<file path="src/rtl/ddr_txn_issue.sv">
// ddr_txn_issue
// Host-side transaction queue and command issuer placed in front of the DDR
// controller. Requests are held in a DEPTH-entry FIFO. The head entry is
// presented on the controller-facing signals with a one-cycle act_cmd strobe.
// The entry is popped when the controller acknowledges by showing dev_busy
// high while the command is outstanding. If no acknowledge arrives within
// ACK_TIMEOUT cycles, the same command is strobed again and retry_cnt counts up.
//
// Ports
//   clock      in   sole clock, rising edge
//   reset      in   asynchronous active-high reset, clears all state
//   req_valid  in   host request present
//   req_ready  out  FIFO can accept (not full, taken from the current count)
//   req_rw     in   2'b01 read, 2'b10 write; other codes are accepted and dropped
//   req_addr   in   request address
//   req_data   in   write data (ignored for reads)
//   next_cmd   in   controller ready for a new command (looked at only in IDLE)
//   dev_busy   in   controller busy; counts as acknowledge while a command is out
//   act_cmd    out  one-cycle command strobe
//   dev_rw     out  head-entry rw, held while a command is outstanding, else 0
//   cmd_addr   out  head-entry address, same holding rule
//   cmd_data   out  head-entry data, same holding rule
//   count      out  FIFO occupancy
//   retry_cnt  out  saturating count of timeout re-issues

module ddr_txn_issue #(
    parameter int DEPTH       = 8,
    parameter int ADDR_W      = 32,
    parameter int DATA_W      = 64,
    parameter int ACK_TIMEOUT = 16
) (
    input  logic                     clock,
    input  logic                     reset,
    input  logic                     req_valid,
    output logic                     req_ready,
    input  logic [1:0]               req_rw,
    input  logic [ADDR_W-1:0]        req_addr,
    input  logic [DATA_W-1:0]        req_data,
    input  logic                     next_cmd,
    input  logic                     dev_busy,
    output logic                     act_cmd,
    output logic [1:0]               dev_rw,
    output logic [ADDR_W-1:0]        cmd_addr,
    output logic [DATA_W-1:0]        cmd_data,
    output logic [$clog2(DEPTH):0]   count,
    output logic [7:0]               retry_cnt
);

    localparam int PTR_W = $clog2(DEPTH);
    localparam int CNT_W = PTR_W + 1;
    localparam int TMR_W = $clog2(ACK_TIMEOUT);

    localparam logic [CNT_W-1:0] FULL_COUNT = CNT_W'(DEPTH);
    localparam logic [CNT_W-1:0] CNT_ZERO   = {CNT_W{1'b0}};
    localparam logic [CNT_W-1:0] CNT_ONE    = CNT_W'(1'b1);
    localparam logic [PTR_W-1:0] PTR_ONE    = PTR_W'(1'b1);
    localparam logic [TMR_W-1:0] TMR_ZERO   = {TMR_W{1'b0}};
    localparam logic [TMR_W-1:0] TMR_ONE    = TMR_W'(1'b1);
    localparam logic [TMR_W-1:0] TMR_LAST   = TMR_W'(ACK_TIMEOUT - 1);

    typedef enum logic [1:0] {
        ST_IDLE     = 2'b00,
        ST_ISSUE    = 2'b01,
        ST_WAIT_ACK = 2'b10
    } state_t;

    // FIFO storage and bookkeeping
    logic [1:0]        rw_mem_r   [DEPTH];
    logic [ADDR_W-1:0] addr_mem_r [DEPTH];
    logic [DATA_W-1:0] data_mem_r [DEPTH];
    logic [PTR_W-1:0]  wr_ptr_r;
    logic [PTR_W-1:0]  rd_ptr_r;
    logic [CNT_W-1:0]  count_r;

    // Issue control
    state_t            state_r;
    state_t            state_next_s;
    logic [TMR_W-1:0]  timer_r;
    logic [7:0]        retry_r;

    // Registered controller-facing outputs
    logic              act_cmd_r;
    logic [1:0]        dev_rw_r;
    logic [ADDR_W-1:0] cmd_addr_r;
    logic [DATA_W-1:0] cmd_data_r;

    // Per-cycle decisions
    logic              full_s;
    logic              rw_legal_s;
    logic              accept_s;
    logic              push_s;
    logic              pop_s;
    logic              timer_clr_s;
    logic              timer_inc_s;
    logic              retry_inc_s;

    // req_ready depends only on the pre-edge count, so a full FIFO stays
    // blocked even on an edge where the head is popped.
    assign full_s     = (count_r == FULL_COUNT);
    assign rw_legal_s = (req_rw == 2'b01) || (req_rw == 2'b10);
    assign accept_s   = req_valid && !full_s;
    // Illegal rw codes complete the handshake but are never stored.
    assign push_s     = accept_s && rw_legal_s;

    assign req_ready  = !full_s;
    assign act_cmd    = act_cmd_r;
    assign dev_rw     = dev_rw_r;
    assign cmd_addr   = cmd_addr_r;
    assign cmd_data   = cmd_data_r;
    assign count      = count_r;
    assign retry_cnt  = retry_r;

    // Next-state and control decode for the issue FSM.
    always_comb begin
        state_next_s = state_r;
        pop_s        = 1'b0;
        timer_clr_s  = 1'b0;
        timer_inc_s  = 1'b0;
        retry_inc_s  = 1'b0;
        case (state_r)
            ST_IDLE: begin
                if ((count_r != CNT_ZERO) && next_cmd && !dev_busy) begin
                    state_next_s = ST_ISSUE;
                end else begin
                    state_next_s = ST_IDLE;
                end
            end
            ST_ISSUE: begin
                // dev_busy already high during the strobe counts as an immediate ack.
                if (dev_busy) begin
                    pop_s        = 1'b1;
                    state_next_s = ST_IDLE;
                end else begin
                    timer_clr_s  = 1'b1;
                    state_next_s = ST_WAIT_ACK;
                end
            end
            ST_WAIT_ACK: begin
                if (dev_busy) begin
                    pop_s        = 1'b1;
                    state_next_s = ST_IDLE;
                end else if (timer_r == TMR_LAST) begin
                    retry_inc_s  = 1'b1;
                    state_next_s = ST_ISSUE;
                end else begin
                    timer_inc_s  = 1'b1;
                    state_next_s = ST_WAIT_ACK;
                end
            end
            default: begin
                state_next_s = ST_IDLE;
            end
        endcase
    end

    // FSM state register.
    always_ff @(posedge clock or posedge reset) begin
        if (reset) begin
            state_r <= ST_IDLE;
        end else begin
            state_r <= state_next_s;
        end
    end

    // Acknowledge timer: cleared on each strobe, advanced while waiting.
    always_ff @(posedge clock or posedge reset) begin
        if (reset) begin
            timer_r <= TMR_ZERO;
        end else if (timer_clr_s) begin
            timer_r <= TMR_ZERO;
        end else if (timer_inc_s) begin
            timer_r <= timer_r + TMR_ONE;
        end else begin
            timer_r <= timer_r;
        end
    end

    // Saturating count of timeout re-issues.
    always_ff @(posedge clock or posedge reset) begin
        if (reset) begin
            retry_r <= 8'd0;
        end else if (retry_inc_s && (retry_r != 8'hFF)) begin
            retry_r <= retry_r + 8'd1;
        end else begin
            retry_r <= retry_r;
        end
    end

    // FIFO pointers and occupancy; pointers wrap naturally at DEPTH.
    always_ff @(posedge clock or posedge reset) begin
        if (reset) begin
            wr_ptr_r <= {PTR_W{1'b0}};
            rd_ptr_r <= {PTR_W{1'b0}};
            count_r  <= CNT_ZERO;
        end else begin
            if (push_s) begin
                wr_ptr_r <= wr_ptr_r + PTR_ONE;
            end else begin
                wr_ptr_r <= wr_ptr_r;
            end
            if (pop_s) begin
                rd_ptr_r <= rd_ptr_r + PTR_ONE;
            end else begin
                rd_ptr_r <= rd_ptr_r;
            end
            case ({push_s, pop_s})
                2'b10:   count_r <= count_r + CNT_ONE;
                2'b01:   count_r <= count_r - CNT_ONE;
                default: count_r <= count_r;
            endcase
        end
    end

    // FIFO storage write port; contents need no reset since count gates use.
    always_ff @(posedge clock) begin
        if (push_s) begin
            rw_mem_r[wr_ptr_r]   <= req_rw;
            addr_mem_r[wr_ptr_r] <= req_addr;
            data_mem_r[wr_ptr_r] <= req_data;
        end
    end

    // Controller-facing outputs, registered from the next state.
    // A non-IDLE next state never coincides with a pop, and a push cannot
    // land in the head slot while the FIFO is non-empty, so the head read
    // here is the entry that is outstanding in the next cycle.
    always_ff @(posedge clock or posedge reset) begin
        if (reset) begin
            act_cmd_r  <= 1'b0;
            dev_rw_r   <= 2'b00;
            cmd_addr_r <= {ADDR_W{1'b0}};
            cmd_data_r <= {DATA_W{1'b0}};
        end else begin
            act_cmd_r <= (state_next_s == ST_ISSUE);
            if (state_next_s != ST_IDLE) begin
                dev_rw_r   <= rw_mem_r[rd_ptr_r];
                cmd_addr_r <= addr_mem_r[rd_ptr_r];
                cmd_data_r <= data_mem_r[rd_ptr_r];
            end else begin
                dev_rw_r   <= 2'b00;
                cmd_addr_r <= {ADDR_W{1'b0}};
                cmd_data_r <= {DATA_W{1'b0}};
            end
        end
    end

endmodule

</file>
<file path="config.mk">
export PLATFORM = sky130hd
export DESIGN_NAME = ddr_txn_issue
export DESIGN_NICKNAME = d
export VERILOG_FILES = /design/src/rtl/ddr_txn_issue.sv
export SDC_FILE = /design/constraint.sdc
export NUM_CORES = 1
export LEC_CHECK = 0
export CORE_MARGIN = 2
export CORE_UTILIZATION = 63
export CTS_BUF_LIST = sky130_fd_sc_hd__clkbuf_16
export DETAILED_ROUTE_END_ITERATION = 6
export PLACE_DENSITY_LB_ADDON = 0.3
export SYNTH_ARGS = -nofsm -noshare
export SYNTH_HDL_FRONTEND = slang
export SYNTH_SLANG_ARGS = --single-unit
</file>
<file path="constraint.sdc">
create_clock -name clock -period 24.2 [get_ports clock]
set_clock_uncertainty 0.2 [all_clocks]
set_input_delay 4.84 -clock clock [delete_from_list [all_inputs] [get_ports clock]]
set_output_delay 4.84 -clock clock [all_outputs]
set_load 0.005 [all_outputs]
</file>
==> results.py, run 1 <==
metrics = {
    "sta": {
        "whs_ps": 299,
        "fmax_ghz": 0.126,
        "max_slew_margin_pct": 15.5,
        "setup_viol": 0,
        "rsz0062_at_grt": "false",
        "setup-tns-final_ps": 0,
        "period_needed_ps": 7920,
        "fin_crit_sh_pct": 32.7,
        "hold_viol": 0,
        "worst_pin_slew_ps": 1270,
        "slew_violations": 0,
    },
    "global_routing": {
        "grtUsageTotal_pct": 25.9,
        "grt_pass1_wl_microns": 105000,
        "grt_max_degree": 128,
        "grt_antenna_before_repair": 13,
        "grt_pass1_vias": 16600,
        "gr-total-overflow": 0,
    },
    "placed_design": {
        "port_buffers": 214,
        "dp_hpwl_microns": 34600,
        "place.gp.congestion": 0.727,
        "dp_cells": 2339,
    },
    "die": {
        "row_count": 84,
        "die_h_microns": 235,
        "start_util_pct": 63.7,
        "io_pins": 215,
        "die_area_sq_um": 55100,
        "coreArea_sq_um": 52700,
        "die_x_microns": 235,
    },
    "clock_network": {
        "root_buffer": "clkbuf_16",
        "clk_pin_slew_ps": 60,
        "cts-resized-gates": 0,
        "htree_levels": 3,
        "clock_sinks": 907,
        "ctsHoldBuffers": 0,
        "cts_buffers": 86,
        "cts_tree": "done",
        "insertion_delay_ps": 620,
        "cts_setup_buffers": 0,
        "cts_buffer_depth": 3,
    },
    "logic_synthesis": {
        "yosys-top-cells-count": "edfxtp_1 (784), mux4_2 (194), dfrtp_1 (123)",
        "yosysTopAreaCellShare_pct": 70.1,
        "syn_avg_cell_area_sq_um": 22.7,
        "seq_area_frac_synth_pct": 79.3,
        "async_flop_share_pct": 13.6,
        "syn_inst": 1480,
        "yosys_warnings": 0,
        "ys_seq_elements": 907,
        "syn-num-nets": 1594,
        "synth_area_sq_um": 33600,
        "synth_ff_type": "edfxtp_1",
        "synth_most_common_cell": "edfxtp_1",
        "synth-edff-count": 784,
        "yosysUniqueCellTypes": 39,
        "yosysTopAreaCell": "edfxtp_1",
        "synth_area_leaders": "edfxtp_1 (70%), mux4_2 (13%), dfrtp_1 (9.2%)",
    },
    "drt": {
        "vias": 15700,
        "drtIter0Drc": 1589,
        "antenna_left": 0,
        "drt_first_pass_iters": 5,
        "wirelength_microns": 69800,
        "via_per_inst": 6.24,
        "wl_per_cell_microns": 27.8,
        "post-route-drc-count": 0,
    },
    "setup_path": {
        "critPathSlowestCell": "buf_4",
        "critPathKind": "in -> reg",
        "rrSetupSlack_ps": 20150,
        "critPathCaptureType": "register",
        "r2r_end": "cmd_data[39]",
        "startpoint": "req_rw[0]",
        "startpoint_type": "input pin",
        "worstRegToRegCells": 5,
        "endpoint": "addr_mem_r[7][11]",
        "worst-endpoint-arrival_ps": 7950,
        "r2r-start": "rd_ptr_r[1]",
        "required_ps": 24230,
        "crit_top_cell": "buf_4",
        "critPathMaxFanout": 50,
        "max_stage_delay_ps": 770,
        "crit_path_cell_trace": "clkdlybuf4s50_1 -> xor2_1 -> and3_1 -> nand2_1 -> nor2_4 -> buf_4 -> buf_4",
    },
    "final_layout": {
        "instances_no_fill": 2509,
        "fillCellCount": 2730,
        "syn2layout_area_growth_pct": 16.6,
        "layout.nets": 1853,
        "multi_input_area_sq_um": 6570,
        "drive_gt1_share_pct": 19.3,
        "fin_util_pct": 74.3,
        "regArea_sq_um": 26600,
    },
    "run": {
        "cap_violations": 0,
    },
    "pwr": {
        "leakage_nw": 13.4,
        "power.density_nw_per_um2": 110,
        "vdd_drop_max_mv": 0.0995,
    },
    "run_status": {
        "status": "finished, final reports clean",
    },
    "min_path": {
        "hp-class": "reg -> reg",
    },
}
==> layer usage <==
layer | vias up | share of wire (%) | GRT usage, %
li1 | 6573 | - | -
met1 | 8260 | 39 | 35.9
met2 | 699 | 51 | 41.9
met3 | 118 | 7.4 | 4.71
met4 | 8 | 2.8 | 10.0
met5 | - | 0.064 | 0
==> power breakdown <==
group          internal [W]  switching, W
clock              0.000724      0.000553
combinational      0.000537      0.000477
sequential          0.00188      0.000133
==> area by class of cell <==
cell class / count / share of cell area [%]
Tap cell: 688 / 2.20
Sequential cell: 907 / 68.1
Clock buffer: 90 / 5.75
Timing Repair Buffer: 237 / 5.95
Inverter: 7 / 0.0799
Clock inverter: 69 / 1.12
Multi-Input combinational cell: 500 / 16.8
Antenna cell: 11 / 0.0703
==> worst min-delay path by stage <==
stage / from / slack (ps) / depth (start not counted) / to
6_report: retry_cnt[7] / 300 / 1 / retry_cnt[7]
5_1_grt: retry_cnt[6] / 340 / 1 / retry_cnt[6]
4_1_cts: retry_cnt[7] / 300 / 1 / retry_cnt[7]
3_5_place_dp: retry_cnt[7] / 290 / 1 / retry_cnt[7]
3_3_place_gp: retry_cnt[7] / 280 / 1 / retry_cnt[7]
2_1_floorplan: retry_cnt[7] / 280 / 1 / retry_cnt[7]
==> metrics by stage <==
| stage | cell area (sq um) | total power (W) | worst slack, ps |
|---|---|---|---|
| 2_1_floorplan | 33600 | 0.00271 | 8680 |
| 3_3_place_gp | 36400 | 0.00302 | 15770 |
| 3_5_place_dp | 36400 | 0.00304 | 15720 |
| 4_1_cts | 39100 | 0.00434 | 16310 |
| 5_1_grt | 39100 | 0.00446 | 16090 |
| 6_report | 39100 | 0.00430 | 16280 |
==> cell usage in the layout (no fill, tap or decap), types with 2 or more instances in the layout <==
cell type / n
mux4_2: 194
ha_1: 11
inv_1: 33
nor4_1: 4
inv_6: 4
nor2_4: 3
edfxtp_1: 784
a2111oi_0: 2
clkinv_2: 13
a21oi_1: 3
nor2_1: 103
dfrtp_1: 120
nand4_1: 2
xnor2_1: 9
nand3_1: 5
clkinv_1: 18
bufinv_16: 5
nor2b_1: 4
clkdlybuf4s50_1: 214
nand2b_1: 4
xor2_1: 7
nand3b_1: 3
mux2i_1: 100
clkbuf_16: 90
and3_1: 3
nand2_1: 15
buf_4: 22
nor3_1: 4
nor3_2: 4
dfrtp_4: 3
mux2_2: 5
diode_2: 11
==> cells by family (layout without fill, tap and decap cells) <==
family,count (synthesis),count (layout),synth area share [%]
and+or+nand+nor,160,160,2.08
AOI/OAI and AO/OA,14,14,0.309
buffers and inverters,73,403,1.29
xor gates and xnor gates,16,16,0.418
other,0,11,0
adders and majority gates,11,11,0.410
DFF,907,907,79.3
muxes,299,299,16.2
==> worst max-delay path, delay by kind of cell <==
| kind | cells | cell delay [ps] |
|---|---|---|
| buffers and inverters | 3 | 2150 |
| AND/OR/NAND/NOR | 3 | 710 |
| XOR/XNOR | 1 | 170 |
==> sequential cells by signal, summed over array words and instances, names as in the netlist, 4 cells and up <==
signal / count
data_mem_r: 512
count: 4
retry_cnt: 8
cmd_data: 64
addr_mem_r: 256
timer_r: 4
cmd_addr: 32
rw_mem_r: 16
Power figures use the tool's default switching activity.
==> run 2, diff against run 1 <==
CORE_UTILIZATION = 59   (was 63)
clock period = 8.1 ns   (was 24.2 ns; I/O delays follow)
==> results.py, run 2 (synthesized netlist as in run 1, its figures left out) <==
metrics = {
    "run_status": {
        "status": "finished, final reports clean",
    },
    "die": {
        "die_h_microns": 243,
        "io_pins": 215,
        "die_area_sq_um": 58800,
        "die_x_microns": 243,
        "start_util_pct": 59.6,
        "row_count": 87,
        "coreArea_sq_um": 56300,
    },
    "drt": {
        "wl_per_cell_microns": 25.4,
        "drtIter0Drc": 1269,
        "drt_first_pass_iters": 5,
        "post-route-drc-count": 0,
        "via_per_inst": 5.97,
        "antenna_left": 0,
        "wirelength_microns": 65500,
        "vias": 15400,
    },
    "setup_path": {
        "critPathKind": "in -> reg",
        "worstRegToRegCells": 5,
        "critPathSlowestCell": "nor2_4",
        "critPathCaptureType": "register",
        "rrSetupSlack_ps": 4450,
        "r2r_end": "cmd_data[0]",
        "critPathMaxFanout": 67,
        "startpoint_type": "input pin",
        "worst-endpoint-arrival_ps": 4510,
        "r2r-start": "rd_ptr_r[1]",
        "path_buf_inv": 2,
        "crit_path_cell_trace": "clkdlybuf4s50_1 -> xor2_1 -> and3_1 -> nand2_1 -> nor2_4 -> buf_12",
        "max_stage_delay_ps": 1010,
        "required_ps": 8170,
        "cp_top_family": "simple AND/OR/NAND/NOR gates",
    },
    "placed_design": {
        "place.gp.congestion": 0.743,
        "dp_hpwl_microns": 35700,
        "port_buffers": 214,
        "place_area_sq_um": 36600,
        "pre_cts_ws_ps": 2990,
    },
    "pwr": {
        "power.density_nw_per_um2": 327,
        "share_comb_of_total_power_pct": 23.1,
        "clkPwrFrac_pct": 30.4,
        "switching_share_pct": 27.0,
        "finalPower_w": 0.0129,
        "vdd_drop_max_mv": 0.279,
        "internal_power_w": 0.00941,
        "p_switching_w": 0.00349,
        "leakage_nw": 13.4,
        "p_seq_share_pct": 46.5,
    },
    "final_layout": {
        "largest_reg_flops": 512,
        "regMostFlops": "data_mem_r",
        "fillCellCount": 3335,
        "layout.nets": 1858,
        "finish.instance_area_sq_um": 39400,
        "mostFrequentLayoutCell": "edfxtp_1",
        "fin_util_pct": 70.0,
        "drive_gt1_share_pct": 19.9,
        "final_cell_mix": "edfxtp_1 (784), clkdlybuf4s50_1 (214), mux4_2 (194), dfrtp_1 (120), nor2_1 (103)",
        "syn2layout_area_growth_pct": 17.4,
    },
    "clock_network": {
        "clock_sinks": 907,
        "cts_buffers": 89,
        "htree_levels": 3,
        "root_buffer": "clkbuf_16",
        "ctsHoldBuffers": 0,
        "clk_pin_slew_ps": 60,
        "cts_tree": "done",
        "cts_setup_buffers": 0,
        "insertion_delay_ps": 650,
        "cts_buffer_depth": 3,
        "cts-resized-gates": 0,
    },
    "sta": {
        "fin_ws_ps": 3660,
        "slew_violations": 0,
        "fin_crit_sh_pct": 54.8,
        "period_needed_ps": 4440,
        "rsz0062_at_grt": "false",
        "max_slew_margin_pct": 18.6,
        "setup_viol": 0,
        "setup-tns-final_ps": 0,
        "fmax_ghz": 0.225,
        "hold_viol": 0,
        "worst_pin_slew_ps": 1220,
    },
    "global_routing": {
        "grt_pass1_vias": 16300,
        "grt_pass1_wl_microns": 100000,
        "grtUsageTotal_pct": 22.9,
        "gr-total-overflow": 0,
        "grt_max_degree": 89,
        "grt_antenna_before_repair": 11,
    },
    "min_path": {
        "hold_depth": 1,
        "hold_end": "retry_cnt[7]",
        "hp-start": "retry_cnt[7]",
        "hp-class": "reg -> reg",
    },
    "run": {
        "cap_violations": 0,
    },
}
==> run 2: changes by cell type in the layout (fill, tap and decap cells not counted), sizes merged <==
cell      change
clkinv       +13
buf           +2
inv          -10
diode         -7
bufinv        +1
clkinvlp      +3
clkbuf        -1
==> run 2: power groups by stage <==
| stage | combinational [W] | sequential [W] | clock, W |
|---|---|---|---|
| after floorplan | 0.00219 | 0.00589 | 0 |
| after global routing | 0.00321 | 0.00605 | 0.00417 |
| final | 0.00298 | 0.00600 | 0.00392 |
| after detailed placement | 0.00301 | 0.00609 | 0 |
| after CTS | 0.00305 | 0.00601 | 0.00399 |
| after global placement | 0.00298 | 0.00607 | 0 |
==> run 2: layout make-up <==
cell class / instances / area [sq um] / share of cell area [%]
Clock inverter: 76 / 599 / 1.52
Multi-Input combinational cell: 500 / 6580 / 16.7
Inverter: 7 / 31.3 / 0.0794
Tap cell: 756 / 946 / 2.40
Clock buffer: 89 / 2230 / 5.65
Timing Repair Buffer: 239 / 2380 / 6.04
Antenna cell: 4 / 10.0 / 0.0254
Sequential cell: 907 / 26600 / 67.6
==> run 2: per-layer routing <==
metal / track usage [%] / up-vias / share of wire (%)
met1: 32.4 / 8148 / 41
met5: 0 / - / 0.14
met3: 4.41 / 114 / 6.8
met2: 36.5 / 543 / 50
met4: 7.81 / 14 / 2.6
li1: - / 6576 / -
==> run 2: how the worst max path moves through the flow <==
stage                    from                 to  slack [ps]  cells after the start
global route        req_rw[1]  data_mem_r[7][48]        3470                      6
floorplan           req_rw[0]   addr_mem_r[1][0]       -1520                      4
global placement    req_rw[0]  data_mem_r[7][51]        3080                      6
detailed placement  req_rw[1]  data_mem_r[7][26]        2990                      6
CTS                 req_rw[1]  data_mem_r[7][50]        3650                      6
finish              req_rw[1]  data_mem_r[7][50]        3660                      6
==> run 2: through the flow <==
step | std cells | hold slack [ps]
floorplan | 1480 | 281
global placement | 2409 | 278
detailed placement | 2409 | 305
CTS | 2574 | 316
global route | 2577 | 324
finish | 2578 | 308
==> run 3, diff against run 2 <==
clock period = 4.54 ns   (was 8.1 ns; I/O delays follow)
==> results.py, run 3 (synthesized netlist as in run 1, its figures left out) <==
metrics = {
    "run_status": {
        "status": "finished, final reports clean",
    },
    "drt": {
        "antenna_left": 0,
        "drtIter0Drc": 1395,
        "post-route-drc-count": 0,
        "vias": 15400,
        "drt_first_pass_iters": 7,
        "wl_per_cell_microns": 26.1,
        "wirelength_microns": 67600,
        "via_per_inst": 5.92,
    },
    "clock_network": {
        "clock_sinks": 907,
        "clk_pin_slew_ps": 60,
        "cts_buffers": 87,
        "cts_tree": "done",
        "cts_buffer_depth": 3,
        "insertion_delay_ps": 620,
        "ctsHoldBuffers": 0,
        "root_buffer": "clkbuf_16",
        "htree_levels": 3,
        "cts-resized-gates": 0,
        "cts_setup_buffers": 0,
    },
    "final_layout": {
        "drive_gt1_share_pct": 19.7,
        "mostFrequentLayoutCell": "edfxtp_1",
        "layout.nets": 1868,
        "fillCellCount": 3274,
        "fin_util_pct": 70.3,
        "syn2layout_area_growth_pct": 17.9,
        "final_cell_mix": "edfxtp_1 (784), clkdlybuf4s50_1 (214), mux4_2 (194), dfrtp_1 (120), nor2_1 (103)",
        "regMostFlops": "data_mem_r",
        "instances_no_fill": 2593,
        "largest_reg_flops": 512,
    },
    "pwr": {
        "switching_share_pct": 26.9,
        "leakage_nw": 13.5,
        "share_comb_of_total_power_pct": 24.2,
        "p_seq_share_pct": 46.2,
        "p_switching_w": 0.00620,
        "power.density_nw_per_um2": 582,
        "internal_power_w": 0.0168,
        "vdd_drop_max_mv": 0.392,
        "clkPwrFrac_pct": 29.6,
    },
    "sta": {
        "fmax_ghz": 0.302,
        "hold_viol": 0,
        "rsz0062_at_grt": "false",
        "fin_crit_sh_pct": 72.9,
        "period_needed_ps": 3310,
        "setup_viol": 0,
        "max_slew_margin_pct": 30.5,
        "slew_violations": 0,
        "whs_ps": 316,
        "worst_pin_slew_ps": 1040,
    },
    "run": {
        "cap_violations": 0,
    },
    "global_routing": {
        "grt_antenna_before_repair": 14,
        "gr-total-overflow": 0,
        "grt_pass1_vias": 16400,
        "grt_max_degree": 105,
        "grt_pass1_wl_microns": 103000,
        "grtUsageTotal_pct": 23.6,
    },
    "setup_path": {
        "worst-endpoint-arrival_ps": 2200,
        "critPathKind": "reg -> out",
        "critPathCaptureType": "primary output",
        "required_ps": 3430,
        "startpoint_type": "register",
        "critPathMaxFanout": 8,
    },
    "placed_design": {
        "dp_hpwl_microns": 35500,
        "dp_cells": 2421,
        "port_buffers": 214,
        "place.gp.congestion": 0.748,
    },
    "die": {
        "io_pins": 215,
        "coreArea_sq_um": 56300,
        "row_count": 87,
        "die_area_sq_um": 58800,
        "die_x_microns": 243,
        "start_util_pct": 59.6,
        "die_h_microns": 243,
    },
    "min_path": {
        "hp-class": "reg -> reg",
    },
}
## run 3: cell types whose count changed in the layout (fill, tap and decap cells not counted), sizes merged
cell / previous run / this run
clkinv: 45 / 30
inv: 28 / 43
clkbuf: 89 / 91
clkinvlp: 4 / 1
buf: 25 / 37
bufinv: 6 / 5
diode: 4 / 9
## run 3: stage by stage
| stage | setup slack [ps] | cell area, sq um | power [W] | TNS [ps] |
|---|---|---|---|---|
| after floorplan | -1330 | 33600 | 0.0144 | -481920 |
| after global placement | 746 | 36800 | 0.0163 | 0 |
| after detailed placement | 645 | 36800 | 0.0164 | 0 |
| after CTS | 1200 | 39500 | 0.0233 | 0 |
| after global routing | 1150 | 39600 | 0.0239 | 0 |
| final | 1230 | 39600 | 0.0230 | 0 |
## run 3: per-layer routing
metal  part of all wire, %  vias up  GRT usage [%]
met5                 0.099        -              0
met1                    39     8102           31.6
met2                    51      519           39.1
li1                      -     6605              -
met3                   6.3      116           4.74
met4                   2.7       10           8.48
## run 3: final timing paths
check / startpoint / to / slack (ps) / cells after the start
worst min-delay path: retry_cnt[0] / retry_cnt[0] / 320 / 1
max in group asynchronous: reset / cmd_data[15] / 2520 / 3
worst max-delay path: count[1] / req_ready / 1230 / 2
min in group asynchronous: reset / cmd_addr[13] / 710 / 2
worst min register to register: retry_cnt[0] / retry_cnt[0] / 320 / 1
worst max register to register: count[1] / count[3] / 1460 / 8
## run 3: power groups by stage
stage	Combinational (W)	Clock, W	Sequential, W
floorplan	0.00391	0	0.0105
global placement	0.00552	0	0.0108
detailed placement	0.00559	0	0.0108
CTS	0.00568	0.00692	0.0107
global route	0.00596	0.00722	0.0107
finish	0.00558	0.00681	0.0106
## run 3: cell type report
class / count / area, sq um / share of cell area, %
inverters: 7 / 31.3 / 0.0791
flip-flops and latches: 907 / 26600 / 67.3
clock inverters: 72 / 434 / 1.10
well taps: 756 / 946 / 2.39
clock buffers: 91 / 2280 / 5.76
multi-input cells: 500 / 6600 / 16.7
diodes: 9 / 22.5 / 0.0569
repair buffers: 251 / 2620 / 6.62
## run 3: critical path: stages, from the launching register on
cell and delay, ps:
dfrtp_1 480, or4b_1 610, clkdlybuf4s50_1 490
